===== config.mk =====
export PLATFORM = sky130hd
export DESIGN_NAME = flash_arbiter_flat
export DESIGN_NICKNAME = d
export VERILOG_FILES = /design/src/rtl/flash_arbiter_if.sv /design/src/rtl/flash_arbiter.sv /design/src/flat_wrapper.sv
export SDC_FILE = /design/constraint.sdc
export NUM_CORES = 1
export LEC_CHECK = 0
export BUFFER_PORTS_ARGS = -buffer_cell sky130_fd_sc_hd__clkbuf_2
export CELL_PAD_IN_SITES_DETAIL_PLACEMENT = 0
export CELL_PAD_IN_SITES_GLOBAL_PLACEMENT = 1
export CORE_MARGIN = 3
export CORE_UTILIZATION = 35
export CTS_BUF_LIST = sky130_fd_sc_hd__clkbuf_16
export DETAILED_ROUTE_END_ITERATION = 16
export HOLD_SLACK_MARGIN = 0.12
export PLACE_DENSITY = 0.79
export SLEW_MARGIN = 20
export SYNTH_ARGS = -nofsm -noshare
export SYNTH_HDL_FRONTEND = slang
export SYNTH_SLANG_ARGS = --single-unit

===== constraint.sdc =====
create_clock -name clock -period 2 [get_ports clock]
set_clock_uncertainty 0.15 [all_clocks]
set_input_delay 0.4 -clock clock [delete_from_list [all_inputs] [get_ports clock]]
set_output_delay 0.4 -clock clock [all_outputs]
set_load 0.05 [all_outputs]

===== src/rtl/flash_arbiter_if.sv =====
// Bus bundle between the two flash requesters, the arbiter and the SPI flash word-read engine.
// The arbiter connects through the slave modport; requesters and engine models use master.

interface flash_arbiter_if #(
    parameter int ADDR_W = 24
);
    // Handshake: a requester raises reqN_valid with reqN_addr stable and holds both until
    // reqN_ready pulses for one cycle; reqN_rdata/reqN_err are meaningful only in that cycle.
    // Toward the engine, mem_valid stays high with mem_addr stable until the engine pulses
    // mem_ready for one cycle with mem_rdata valid.
    logic              req0_valid;
    logic [ADDR_W-1:0] req0_addr;
    logic              req0_ready;
    logic [31:0]       req0_rdata;
    logic              req0_err;

    logic              req1_valid;
    logic [ADDR_W-1:0] req1_addr;
    logic              req1_ready;
    logic [31:0]       req1_rdata;
    logic              req1_err;

    logic              mem_valid;
    logic [ADDR_W-1:0] mem_addr;
    logic              mem_ready;
    logic [31:0]       mem_rdata;

    modport slave (
        input  req0_valid, req0_addr, req1_valid, req1_addr, mem_ready, mem_rdata,
        output req0_ready, req0_rdata, req0_err, req1_ready, req1_rdata, req1_err,
               mem_valid, mem_addr
    );

    modport master (
        output req0_valid, req0_addr, req1_valid, req1_addr, mem_ready, mem_rdata,
        input  req0_ready, req0_rdata, req0_err, req1_ready, req1_rdata, req1_err,
               mem_valid, mem_addr
    );
endinterface


===== src/rtl/flash_arbiter.sv =====
// Two-port round-robin arbiter in front of the SPI flash word-read engine (IDLE->ISSUE->DONE).
// Define ARB_TIMEOUT_EN to abort reads the engine never completes with an error response.

module flash_arbiter #(
    parameter int ADDR_W = 24
`ifdef ARB_TIMEOUT_EN
    ,
    parameter logic [15:0] TIMEOUT_CYCLES = 16'd4095
`endif
) (
    input  logic            clock,
    input  logic            resetn,
    flash_arbiter_if.slave  bus,
    output logic            busy,
    output logic [1:0]      dbg_state
);

    typedef enum logic [1:0] {
        IDLE  = 2'd0,
        ISSUE = 2'd1,
        DONE  = 2'd2
    } state_t;

    state_t            state_q, state_d;
    logic              grant_q, grant_d;
    logic              last_grant_q;
    logic [ADDR_W-1:0] mem_addr_q, addr_d;
    logic [31:0]       rdata0_q, rdata1_q;
    logic              complete;
    logic              unused_addr_bits;

`ifdef ARB_TIMEOUT_EN
    logic [15:0]       timer_q;
    logic              err_q;
    logic              timed_out;
`endif

    always_comb begin
        state_d  = state_q;
        grant_d  = grant_q;
        addr_d   = mem_addr_q;
        complete = 1'b0;
`ifdef ARB_TIMEOUT_EN
        timed_out = 1'b0;
`endif
        case (state_q)
            IDLE: begin
                if (bus.req0_valid || bus.req1_valid) begin
                    // Contention goes to the port that did not win last time.
                    grant_d = (bus.req0_valid && bus.req1_valid) ? ~last_grant_q : bus.req1_valid;
                    addr_d  = grant_d ? {bus.req1_addr[ADDR_W-1:2], 2'b00}
                                      : {bus.req0_addr[ADDR_W-1:2], 2'b00};
                    state_d = ISSUE;
                end
            end
            ISSUE: begin
                if (bus.mem_ready) begin
                    complete = 1'b1;
                    state_d  = DONE;
                end
`ifdef ARB_TIMEOUT_EN
                // timer_q counts finished ISSUE cycles; expiry lands on the TIMEOUT_CYCLES-th one.
                else if (timer_q + 16'd1 == TIMEOUT_CYCLES) begin
                    timed_out = 1'b1;
                    state_d   = DONE;
                end
`endif
            end
            DONE:    state_d = IDLE;
            default: state_d = IDLE;
        endcase
    end

    always_ff @(posedge clock or negedge resetn) begin
        if (!resetn) begin
            state_q      <= IDLE;
            grant_q      <= 1'b0;
            last_grant_q <= 1'b1;
            mem_addr_q   <= '0;
            rdata0_q     <= '0;
            rdata1_q     <= '0;
        end else begin
            state_q <= state_d;
            if (state_q == IDLE && state_d == ISSUE) begin
                grant_q      <= grant_d;
                last_grant_q <= grant_d;
                mem_addr_q   <= addr_d;
            end
            if (complete) begin
                if (grant_q) rdata1_q <= bus.mem_rdata;
                else         rdata0_q <= bus.mem_rdata;
            end
`ifdef ARB_TIMEOUT_EN
            if (timed_out) begin
                if (grant_q) rdata1_q <= 32'hFFFF_FFFF;
                else         rdata0_q <= 32'hFFFF_FFFF;
            end
`endif
        end
    end

`ifdef ARB_TIMEOUT_EN
    always_ff @(posedge clock or negedge resetn) begin
        if (!resetn) begin
            timer_q <= '0;
            err_q   <= 1'b0;
        end else begin
            timer_q <= (state_q == ISSUE) ? timer_q + 16'd1 : 16'd0;
            if (complete)       err_q <= 1'b0;
            else if (timed_out) err_q <= 1'b1;
        end
    end
`endif

    assign bus.mem_valid  = (state_q == ISSUE);
    assign bus.mem_addr   = mem_addr_q;
    assign bus.req0_ready = (state_q == DONE) && !grant_q;
    assign bus.req1_ready = (state_q == DONE) &&  grant_q;
    assign bus.req0_rdata = rdata0_q;
    assign bus.req1_rdata = rdata1_q;
`ifdef ARB_TIMEOUT_EN
    assign bus.req0_err   = bus.req0_ready && err_q;
    assign bus.req1_err   = bus.req1_ready && err_q;
`else
    assign bus.req0_err   = 1'b0;
    assign bus.req1_err   = 1'b0;
`endif

    assign busy      = (state_q != IDLE);
    assign dbg_state = state_q;

    // Byte-lane bits are forced to zero on the flash side.
    assign unused_addr_bits = ^{bus.req0_addr[1:0], bus.req1_addr[1:0]};

endmodule


===== src/flat_wrapper.sv =====
// flat-port wrapper written by rule: the top's interface ports become plain ports
module flash_arbiter_flat 
#(
    parameter int ADDR_W = 24

)
  (clock, resetn, busy, dbg_state, bus_req0_valid, bus_req0_addr, bus_req1_valid, bus_req1_addr, bus_mem_ready, bus_mem_rdata, bus_req0_ready, bus_req0_rdata, bus_req0_err, bus_req1_ready, bus_req1_rdata, bus_req1_err, bus_mem_valid, bus_mem_addr);
  flash_arbiter_if #(.ADDR_W(ADDR_W)) bus_i ();
  input  logic clock;
  input  logic resetn;
  output logic busy;
  output logic [1:0] dbg_state;
  input wire logic [$bits(bus_i.req0_valid)-1:0] bus_req0_valid;
  input wire logic [$bits(bus_i.req0_addr)-1:0] bus_req0_addr;
  input wire logic [$bits(bus_i.req1_valid)-1:0] bus_req1_valid;
  input wire logic [$bits(bus_i.req1_addr)-1:0] bus_req1_addr;
  input wire logic [$bits(bus_i.mem_ready)-1:0] bus_mem_ready;
  input wire logic [$bits(bus_i.mem_rdata)-1:0] bus_mem_rdata;
  output wire logic [$bits(bus_i.req0_ready)-1:0] bus_req0_ready;
  output wire logic [$bits(bus_i.req0_rdata)-1:0] bus_req0_rdata;
  output wire logic [$bits(bus_i.req0_err)-1:0] bus_req0_err;
  output wire logic [$bits(bus_i.req1_ready)-1:0] bus_req1_ready;
  output wire logic [$bits(bus_i.req1_rdata)-1:0] bus_req1_rdata;
  output wire logic [$bits(bus_i.req1_err)-1:0] bus_req1_err;
  output wire logic [$bits(bus_i.mem_valid)-1:0] bus_mem_valid;
  output wire logic [$bits(bus_i.mem_addr)-1:0] bus_mem_addr;
  assign bus_i.req0_valid = bus_req0_valid;
  assign bus_i.req0_addr = bus_req0_addr;
  assign bus_i.req1_valid = bus_req1_valid;
  assign bus_i.req1_addr = bus_req1_addr;
  assign bus_i.mem_ready = bus_mem_ready;
  assign bus_i.mem_rdata = bus_mem_rdata;
  assign bus_req0_ready = bus_i.req0_ready;
  assign bus_req0_rdata = bus_i.req0_rdata;
  assign bus_req0_err = bus_i.req0_err;
  assign bus_req1_ready = bus_i.req1_ready;
  assign bus_req1_rdata = bus_i.req1_rdata;
  assign bus_req1_err = bus_i.req1_err;
  assign bus_mem_valid = bus_i.mem_valid;
  assign bus_mem_addr = bus_i.mem_addr;
  flash_arbiter #(.ADDR_W(ADDR_W)) u_core (.clock(clock), .resetn(resetn), .bus(bus_i), .busy(busy), .dbg_state(dbg_state));
endmodule

==> key figures, run 1 <==
Placed design
  – GPL Wtd Cong: 0.684
  – Port bufs: approximately 170
  – HPWL after DPL: about 6.7 mm

Route
  – TritonRoute pass-1 iters: 4
  – DRT Wirelength: between 8 and 9 mm
  – Detailed-route wire length per cell: 14.7 um
  – Vias/cell: 4.68
  – Drc violations: 0
  – First-iteration detailed-routing DRC count: 129
  – Vias: 2807
  – Antenna-violating nets left: 0

Clock tree
  – Clock sinks: 90
  – CTS tree: done
  – Num CTS Buffers: 9
  – H-tree levels: 3
  – CTS clk-pin slew, worst paths: 0.06 ns
  – Clock Latency Late Sink: between 0.3 and 0.4 ns
  – Max Root-Sink Buffers: 2
  – Clk root buf: clkbuf_16

Die
  – Die height: about 110 um
  – Site Rows: 37
  – Die X: 110 um
  – # IOs: about 180
  – Die ar.: 12000 um2
  – Core Area: 10400 um2
  – Initial Util: 0.362

Final layout
  – Finished Core Util: 0.498
  – Ant. Diodes: 0
  – Nets: 544
  – Layout cells sized above 1: 0.575
  – P&R area growth vs syn: 37.8%

Worst setup path
  – Required @ worst endpoint: about 1.5 ns
  – Crit end category: primary output
  – Crit-path cells: nor2_2 -> buf_4 -> inv_1 -> clkbuf_2
  – R2R setup slack: roughly 0.27 ns
  – Crit path DAT: 1.35 ns
  – CP max FO: 7
  – CP Class: reg2out
  – Max incr delay on CP: 0.43 ns
  – Critical R2R Launch: u_core.dbg_state[1]
  – Crit start category: flop
  – Slowest CP cell: dfrtp_1
  – R2R Path End: u_core.bus.req0_rdata[27]
  – FF-to-FF path depth: 4

Timing
  – Final Hold Fails: 0
  – RSZ-0062 raised after global routing: no
  – Final worst path period share: 0.949
  – Finish-stage setup viols: 0
  – TNS Setup: 0 ns
  – Post-layout minimum cycle time: about 1.9 ns
  – FMAX: about 530 MHz
  – Max Slew Vio Count: 0

Global routing
  – Largest net degree at the start of global routing: 36
  – Global-route wire length before repair: 14.0 mm
  – Gr ovfl total: 0
  – Total GRT Usage: 0.149
  – Vias in the first global route: 2834
  – Initial antenna violation count: 0

Yosys
  – Leading area contributor after synthesis: dfrtp_1
  – Register area share after synthesis: 0.601
  – Top cell type's share of synthesized area: 0.594
  – Cells after Synth: between 200 and 300
  – Avg Cell Area, Syn: about 13 um2
  – Synth Warn #: 0
  – Post-Syn Area: 3750 um2
  – Distinct cells, synth: 24
  – Synth top area cells: dfrtp_1 59%, mux2_4 12%, mux2_2 10%, nand2_1 4.6%, a31oi_1 3.8%
  – Yosys reg bits: 90

Job
  – Number of max-cap violations: 0

Status
  – Status: complete, no violations

Worst hold path
  – Hold depth: 2
  – Hold wc startpoint: bus_mem_ready
  – Hold Crit Class: in2reg
  – Hold Crit Endpoint: u_core.dbg_state[0]
## cells in the mapped netlist, drive strengths merged
library cell,instances
nor2b,1
dfrtp,89
a21bo,1
conb,1
buf,15
a21boi,1
a21oi,23
clkbuf,7
nand2,46
a31oi,23
and2,1
nor2,1
mux2,64
or2,1
o21ai,1
a22o,1
nor3b,1
dfstp,1
inv,2
nand2b,1
and3b,2
## logic make-up after synthesis
kind of cell | Yosys count | share of synthesized area
simple gates | 54 | 0.0604
other cells | 1 | 0.00100
mux | 64 | 0.222
buf+inv | 24 | 0.0384
compound gates | 50 | 0.0774
flops | 90 | 0.601
## cell usage in the layout (no fill, tap or decap), drive strengths merged, types with 2 or more instances in the layout
master,netlist,layout
bufinv,0,2
a21oi,23,23
conb,1,4
buf,15,11
nand2,46,46
clkbuf,7,180
dfrtp,89,89
and3b,2,2
a31oi,23,23
mux2,64,64
dlygate4sd3,0,2
inv,2,5
## worst max path at each step
stage	cells past startpoint	slack (ns)	from	end
after global placement	4	0.26	bus_req0_valid	u_core.bus.mem_addr[5]
after global routing	4	0.02	u_core.dbg_state[1]	busy
after floorplan	1	0.03	u_core.dbg_state[1]	bus_req0_ready
after CTS	5	0.03	bus_req0_valid	u_core.bus.mem_addr[5]
final	4	0.10	u_core.dbg_state[1]	busy
after detailed placement	4	0.20	bus_req0_valid	u_core.bus.mem_addr[5]
## area by class of cell
class / count / area (um2)
well taps: 136 / 170
fillers: 969 / 5200
repair buffers: 184 / 1030
flip-flops and latches: 90 / 2250
clock buffers: 9 / 225
multi-input cells: 172 / 1390
inverters: 2 / 7.51
clock inverters: 7 / 92.6
## layer usage
layer | vias up | part of all wire | GRT usage
met2 | 124 | 0.49 | 0.256
li1 | 1341 | - | -
met1 | 1332 | 0.42 | 0.179
met4 | 0 | 0.012 | 0.0552
met3 | 10 | 0.085 | 0.0382
met5 | - | 0 | 0
## sequential cells by signal (all words and copies together) (netlist names)
name,flops
u_core.last_grant_q,1
u_core.bus.mem_addr,22
u_core.dbg_state,2
u_core.grant_q,1
u_core.bus.req1_rdata,32
u_core.bus.req0_rdata,32
## stage by stage
| stage | area [um2] | cells | hold WS [ns] | setup slack [ns] |
|---|---|---|---|---|
| after floorplan | 3770 | 286 | -0.0456 | 0.0304 |
| after global placement | 4830 | 582 | 0.172 | 0.259 |
| after detailed placement | 4830 | 582 | 0.169 | 0.195 |
| after CTS | 5170 | 600 | 0.124 | 0.0287 |
| after global routing | 5170 | 600 | 0.147 | 0.0225 |
| final | 5170 | 600 | 0.133 | 0.102 |
## worst max-delay path: cells and delay by family, from the launching register on
family / cells / cell delay (ns)
AND/OR/NAND/NOR: 1 / 0.16
flip-flops: 1 / 0.43
buffers and inverters: 3 / 0.43
## timing repair
action | 4_1_cts | 5_1_grt
resized for setup | 0 | 1
buffers inserted | 0 | 0
hold buffers | 2 | 0
hold endpoints to repair | 22 | 0
endpoints found under the setup margin | 0 | 22
Power of run 1 is not shown: default switching activity piles up to over one toggle a cycle in this logic, so the estimate is an artifact.
==> run 2, diff against run 1 <==
- BUFFER_PORTS_ARGS: -buffer_cell sky130_fd_sc_hd__clkbuf_2 -> default
- CORE_UTILIZATION: 35 -> 50
- CTS_BUF_LIST: sky130_fd_sc_hd__clkbuf_16 -> sky130_fd_sc_hd__clkbuf_8
- DONT_BUFFER_PORTS: default -> 1
- PLACE_DENSITY: 0.79 -> 0.82
==> key figures, run 2 (synthesis results as in run 1) <==
Status
  – Status: complete, but fails checks
  – Failing checks: negative hold slack

Die
  – Die X: roughly 93 um
  – Core Area: 7020 um2
  – Die ar.: 8580 um2
  – Die height: 92.6 um
  – Initial Util: 0.534
  – # IOs: 181
  – Site Rows: 30

Worst setup path
  – R2R setup slack: 0.32 ns
  – Crit-path cells: buf_4 -> nor3b_2 -> buf_6
  – CP max FO: 4
  – Max incr delay on CP: about 0.43 ns
  – Crit end category: primary output
  – Delay-heaviest family, CP: flip-flops
  – R2R Path End: u_core.bus.req0_rdata[31]
  – Critical R2R Launch: u_core.dbg_state[0]
  – CP Class: reg2out
  – WP buf/inv: 2
  – Slowest CP cell: dfrtp_1
  – Crit path DAT: 1.40 ns
  – FF-to-FF path depth: 4
  – Crit start category: flop
  – Required @ worst endpoint: ~1.5 ns

Placed design
  – Port bufs: 0
  – Placed cells: about 380
  – GPL Wtd Cong: 0.688
  – HPWL after DPL: 5.52 mm

Timing
  – FMAX: a little over 500 MHz
  – Post-layout minimum cycle time: 1.95 ns
  – Final worst path period share: 0.974
  – Hold WS: -0.415 ns
  – Max Slew Vio Count: 0
  – Final Hold Fails: 90
  – Finish-stage setup viols: 0
  – Slew at the pin closest to its max-slew limit: 0.519 ns
  – Rel. slew slack: 0.654

Global routing
  – Largest net degree at the start of global routing: 91
  – Top Usage Layer GRT: met2
  – Met2 usage: 0.368
  – Initial antenna violation count: 0
  – GR Util met1: 0.269
  – Gr ovfl total: 0
  – Global-route wire length before repair: about 15 mm
  – Vias in the first global route: 2771
  – Total GRT Usage: 0.218
  – Grt met3 use: 0.0690

Route
  – TritonRoute pass-1 iters: 4
  – Vias/cell: 5.48
  – First-iteration detailed-routing DRC count: 79
  – DRT Wirelength: 9.21 mm
  – Vias: 2575
  – Drc violations: 0
  – Antenna-violating nets left: 0
  – Detailed-route wire length per cell: 19.6 um

Clock tree
  – Max Root-Sink Buffers: 2
  – CTS tree: done
  – Num CTS Buffers: 9
  – Clock sinks: 90
  – Post-CTS Setup Bufs: 0
  – CTS clk-pin slew, worst paths: 0.09 ns
  – H-tree levels: 3
  – Clock Latency Late Sink: 0.34 ns
  – Clk root buf: clkbuf_8

Job
  – Number of max-cap violations: 0

Final layout
  – Nets: 455
  – P&R area growth vs syn: 31.9%
  – Ant. Diodes: 0
  – Post-Layout Cell Count: 470
  – Commonest non-fill, non-tap cell in the layout: dfrtp_1
  – Commonest cells after routing, fill and taps aside: 89 x dfrtp_1, 80 x dlygate4sd3_1, 46 x nand2_1
  – Layout cells sized above 1: 0.265

Worst hold path
  – Hold Crit Class: in2async
## run 2: changes by cell type in the layout (fill, tap and decap cells not counted), moves of 2 or more
| cell | before | now |
|---|---|---|
| dlygate4sd3_1 | 2 | 80 |
| buf_4 | 5 | 11 |
| clkbuf_2 | 171 | 0 |
| buf_12 | 6 | 2 |
| buf_6 | 0 | 2 |
| clkbuf_8 | 0 | 9 |
| clkbuf_16 | 9 | 0 |
## run 2: metal layers
metal  routed length [um]  up-vias  part of all wire
li1                     -     1149                 -
met4                  108        0             0.012
met3                  923       10              0.10
met5                    0        -                 0
met1                 3500     1263              0.38
met2                 4680      153              0.51
## run 2: worst max-delay path by stage
| stage | start | end | slack (ns) | depth (start not counted) |
|---|---|---|---|---|
| 5_1_grt | u_core.dbg_state[0] | bus_req0_ready | -0.01 | 3 |
| 3_5_place_dp | u_core.dbg_state[1] | u_core.bus.mem_addr[7] | 0.32 | 5 |
| 4_1_cts | u_core.dbg_state[0] | bus_req1_ready | 0.03 | 3 |
| 6_report | u_core.dbg_state[0] | bus_req0_ready | 0.05 | 3 |
| 2_1_floorplan | u_core.dbg_state[1] | bus_req0_ready | 0.03 | 1 |
| 3_3_place_gp | u_core.dbg_state[1] | u_core.bus.req0_rdata[31] | 0.36 | 4 |
## run 2: timing repair
item                                    4_1_cts  5_1_grt
endpoints found under the setup margin        1        2
hold buffers                                 79        1
gates resized for setup                       1        2
cloned                                        0        0
endpoints found under the hold margin       178       91
## run 2: layout make-up
type / count / area [um2]
Fill cell: 478 / 2070
Sequential cell: 90 / 2250
Clock inverter: 6 / 113
Tap cell: 96 / 120
Timing Repair Buffer: 95 / 946
Multi-Input combinational cell: 172 / 1390
Inverter: 2 / 7.51
Clock buffer: 9 / 124
## run 2: through the flow
step	hold WS [ns]	cell area [um2]	setup TNS [ns]	utilization	worst slack, ns
6_report	-0.415	4950	0	0.705	0.0526
3_5_place_dp	-0.0437	3900	0	0.555	0.319
5_1_grt	-0.439	4950	-0.0114	0.705	-0.0114
3_3_place_gp	-0.0437	3900	0	0.555	0.358
4_1_cts	-0.429	4930	0	0.702	0.0348
2_1_floorplan	-0.0456	3770	0	-	0.0304
Power of run 2 is left out for the same reason.
==> run 3, diff against run 2 <==
- HOLD_SLACK_MARGIN: 0.12 -> 0.15
==> key figures, run 3 (synthesis results as in run 1) <==
Worst setup path
  – Required @ worst endpoint: 1.45 ns
  – FF-to-FF path depth: 4
  – CP Class: reg2out
  – CP max FO: 4
  – Critical R2R Launch: u_core.dbg_state[1]
  – R2R Path End: u_core.bus.req0_rdata[31]
  – Crit path DAT: 1.40 ns
  – R2R setup slack: 0.31 ns
  – Crit start category: flop
  – Crit end category: primary output

Die
  – Site Rows: 30
  – # IOs: 181
  – Die X: 92.6 um
  – Die ar.: 8580 um2
  – Initial Util: 0.534
  – Core Area: 7020 um2
  – Die height: 92.6 um

Route
  – Met2 wire length: 4.64 mm
  – Max layer used: met4
  – Vias/cell: 5.46
  – Vias: 2563
  – First-iteration detailed-routing DRC count: 83
  – Drc violations: 0
  – DRT Wirelength: between 9 and 10 mm
  – Met3 WL: just over 900 um
  – Detailed-route wire length per cell: ~20 um
  – TritonRoute pass-1 iters: 5
  – M1 WL: 3.52 mm
  – Antenna-violating nets left: 0

Final layout
  – Filler cell count: about 480
  – Area of the multi-input gates: 1390 um2
  – Nets: 454
  – Commonest non-fill, non-tap cell in the layout: dfrtp_1
  – Finished Core Util: 0.704
  – Commonest cells after routing, fill and taps aside: 89 x dfrtp_1, 79 x dlygate4sd3_1, 46 x nand2_1
  – Ant. Diodes: 0
  – P&R area growth vs syn: 31.7%
  – FF+latch area: 2250 um2
  – Layout cells sized above 1: 0.265

Timing
  – Rel. slew slack: 0.654
  – FMAX: 513 MHz
  – Final worst path period share: 0.974
  – Post-layout minimum cycle time: just under 2 ns
  – Max Slew Vio Count: 0
  – Hold WS: -0.415 ns
  – TNS Setup: 0 ns
  – Final Hold Fails: 90
  – Slew at the pin closest to its max-slew limit: 0.519 ns
  – Finish-stage setup viols: 0

Placed design
  – HPWL after DPL: approximately 5.5 mm
  – Port bufs: 0
  – GPL Wtd Cong: 0.688

Worst hold path
  – Hold Crit Class: in2async

Clock tree
  – Clock sinks: 90
  – H-tree levels: 3
  – CTS tree: done
  – Max Root-Sink Buffers: 2
  – CTS clk-pin slew, worst paths: 0.09 ns
  – Num CTS Buffers: 9
  – Post-CTS Hold Fix Bufs: 79
  – Clock Latency Late Sink: 0.34 ns
  – Clk root buf: clkbuf_8

Global routing
  – Initial antenna violation count: 0
  – Vias in the first global route: 2771
  – Global-route wire length before repair: 14.8 mm
  – Gr ovfl total: 0
  – Total GRT Usage: 0.217
  – Largest net degree at the start of global routing: between 90 and 100

Status
  – Failing checks: negative hold slack
  – Status: complete, but fails checks

Job
  – Number of max-cap violations: 0
run 3: cell types whose count changed in the layout (fill, tap and decap cells not counted):
cell | previous run | this run
dlygate4sd3_1 | 80 | 79
run 3: timing repair:
item                                   4_1_cts  5_1_grt
pin swaps                                    0        0
setup endpoints to repair                    1        2
setup buffers                                0        0
resized for setup                            1        2
endpoints found under the hold margin      179       90
run 3: worst max-delay path, stage by stage (launching register included):
cell,delay [ns]
dfrtp_1,0.43
buf_4,0.22
nor3b_2,0.22
buf_6,0.19
run 3: worst max path at each step:
stage | cells after the start | end | slack (ns) | startpoint
2_1_floorplan | 1 | bus_req0_ready | 0.03 | u_core.dbg_state[1]
3_3_place_gp | 4 | u_core.bus.req0_rdata[31] | 0.36 | u_core.dbg_state[1]
3_5_place_dp | 5 | u_core.bus.mem_addr[7] | 0.32 | u_core.dbg_state[1]
4_1_cts | 3 | bus_req1_ready | 0.03 | u_core.dbg_state[0]
5_1_grt | 3 | bus_req0_ready | -0.01 | u_core.dbg_state[0]
6_report | 3 | bus_req0_ready | 0.05 | u_core.dbg_state[0]
run 3: area by class of cell:
type | count | area share
repair buffers | 94 | 0.190
clock buffers | 9 | 0.0251
multi-input cells | 172 | 0.280
clock inverters | 6 | 0.0228
inverters | 2 | 0.00152
well taps | 96 | 0.0243
flip-flops and latches | 90 | 0.456
run 3: metal layers:
| layer | up-vias | track usage |
|---|---|---|
| li1 | 1147 | - |
| met1 | 1258 | 0.269 |
| met2 | 148 | 0.368 |
| met3 | 10 | 0.0682 |
| met4 | 0 | 0.0611 |
| met5 | - | 0 |
run 3: per-stage QoR:
stage / area, um2 / std cells / hold WS, ns / setup WS (ns)
after floorplan: 3770 / 286 / -0.0456 / 0.0304
after global placement: 3900 / 375 / -0.0437 / 0.358
final: 4940 / 469 / -0.415 / 0.0524
after detailed placement: 3900 / 375 / -0.0437 / 0.319
after CTS: 4930 / 469 / -0.429 / 0.0348
after global routing: 4940 / 469 / -0.439 / -0.0114
Power of run 3 is left out for the same reason.
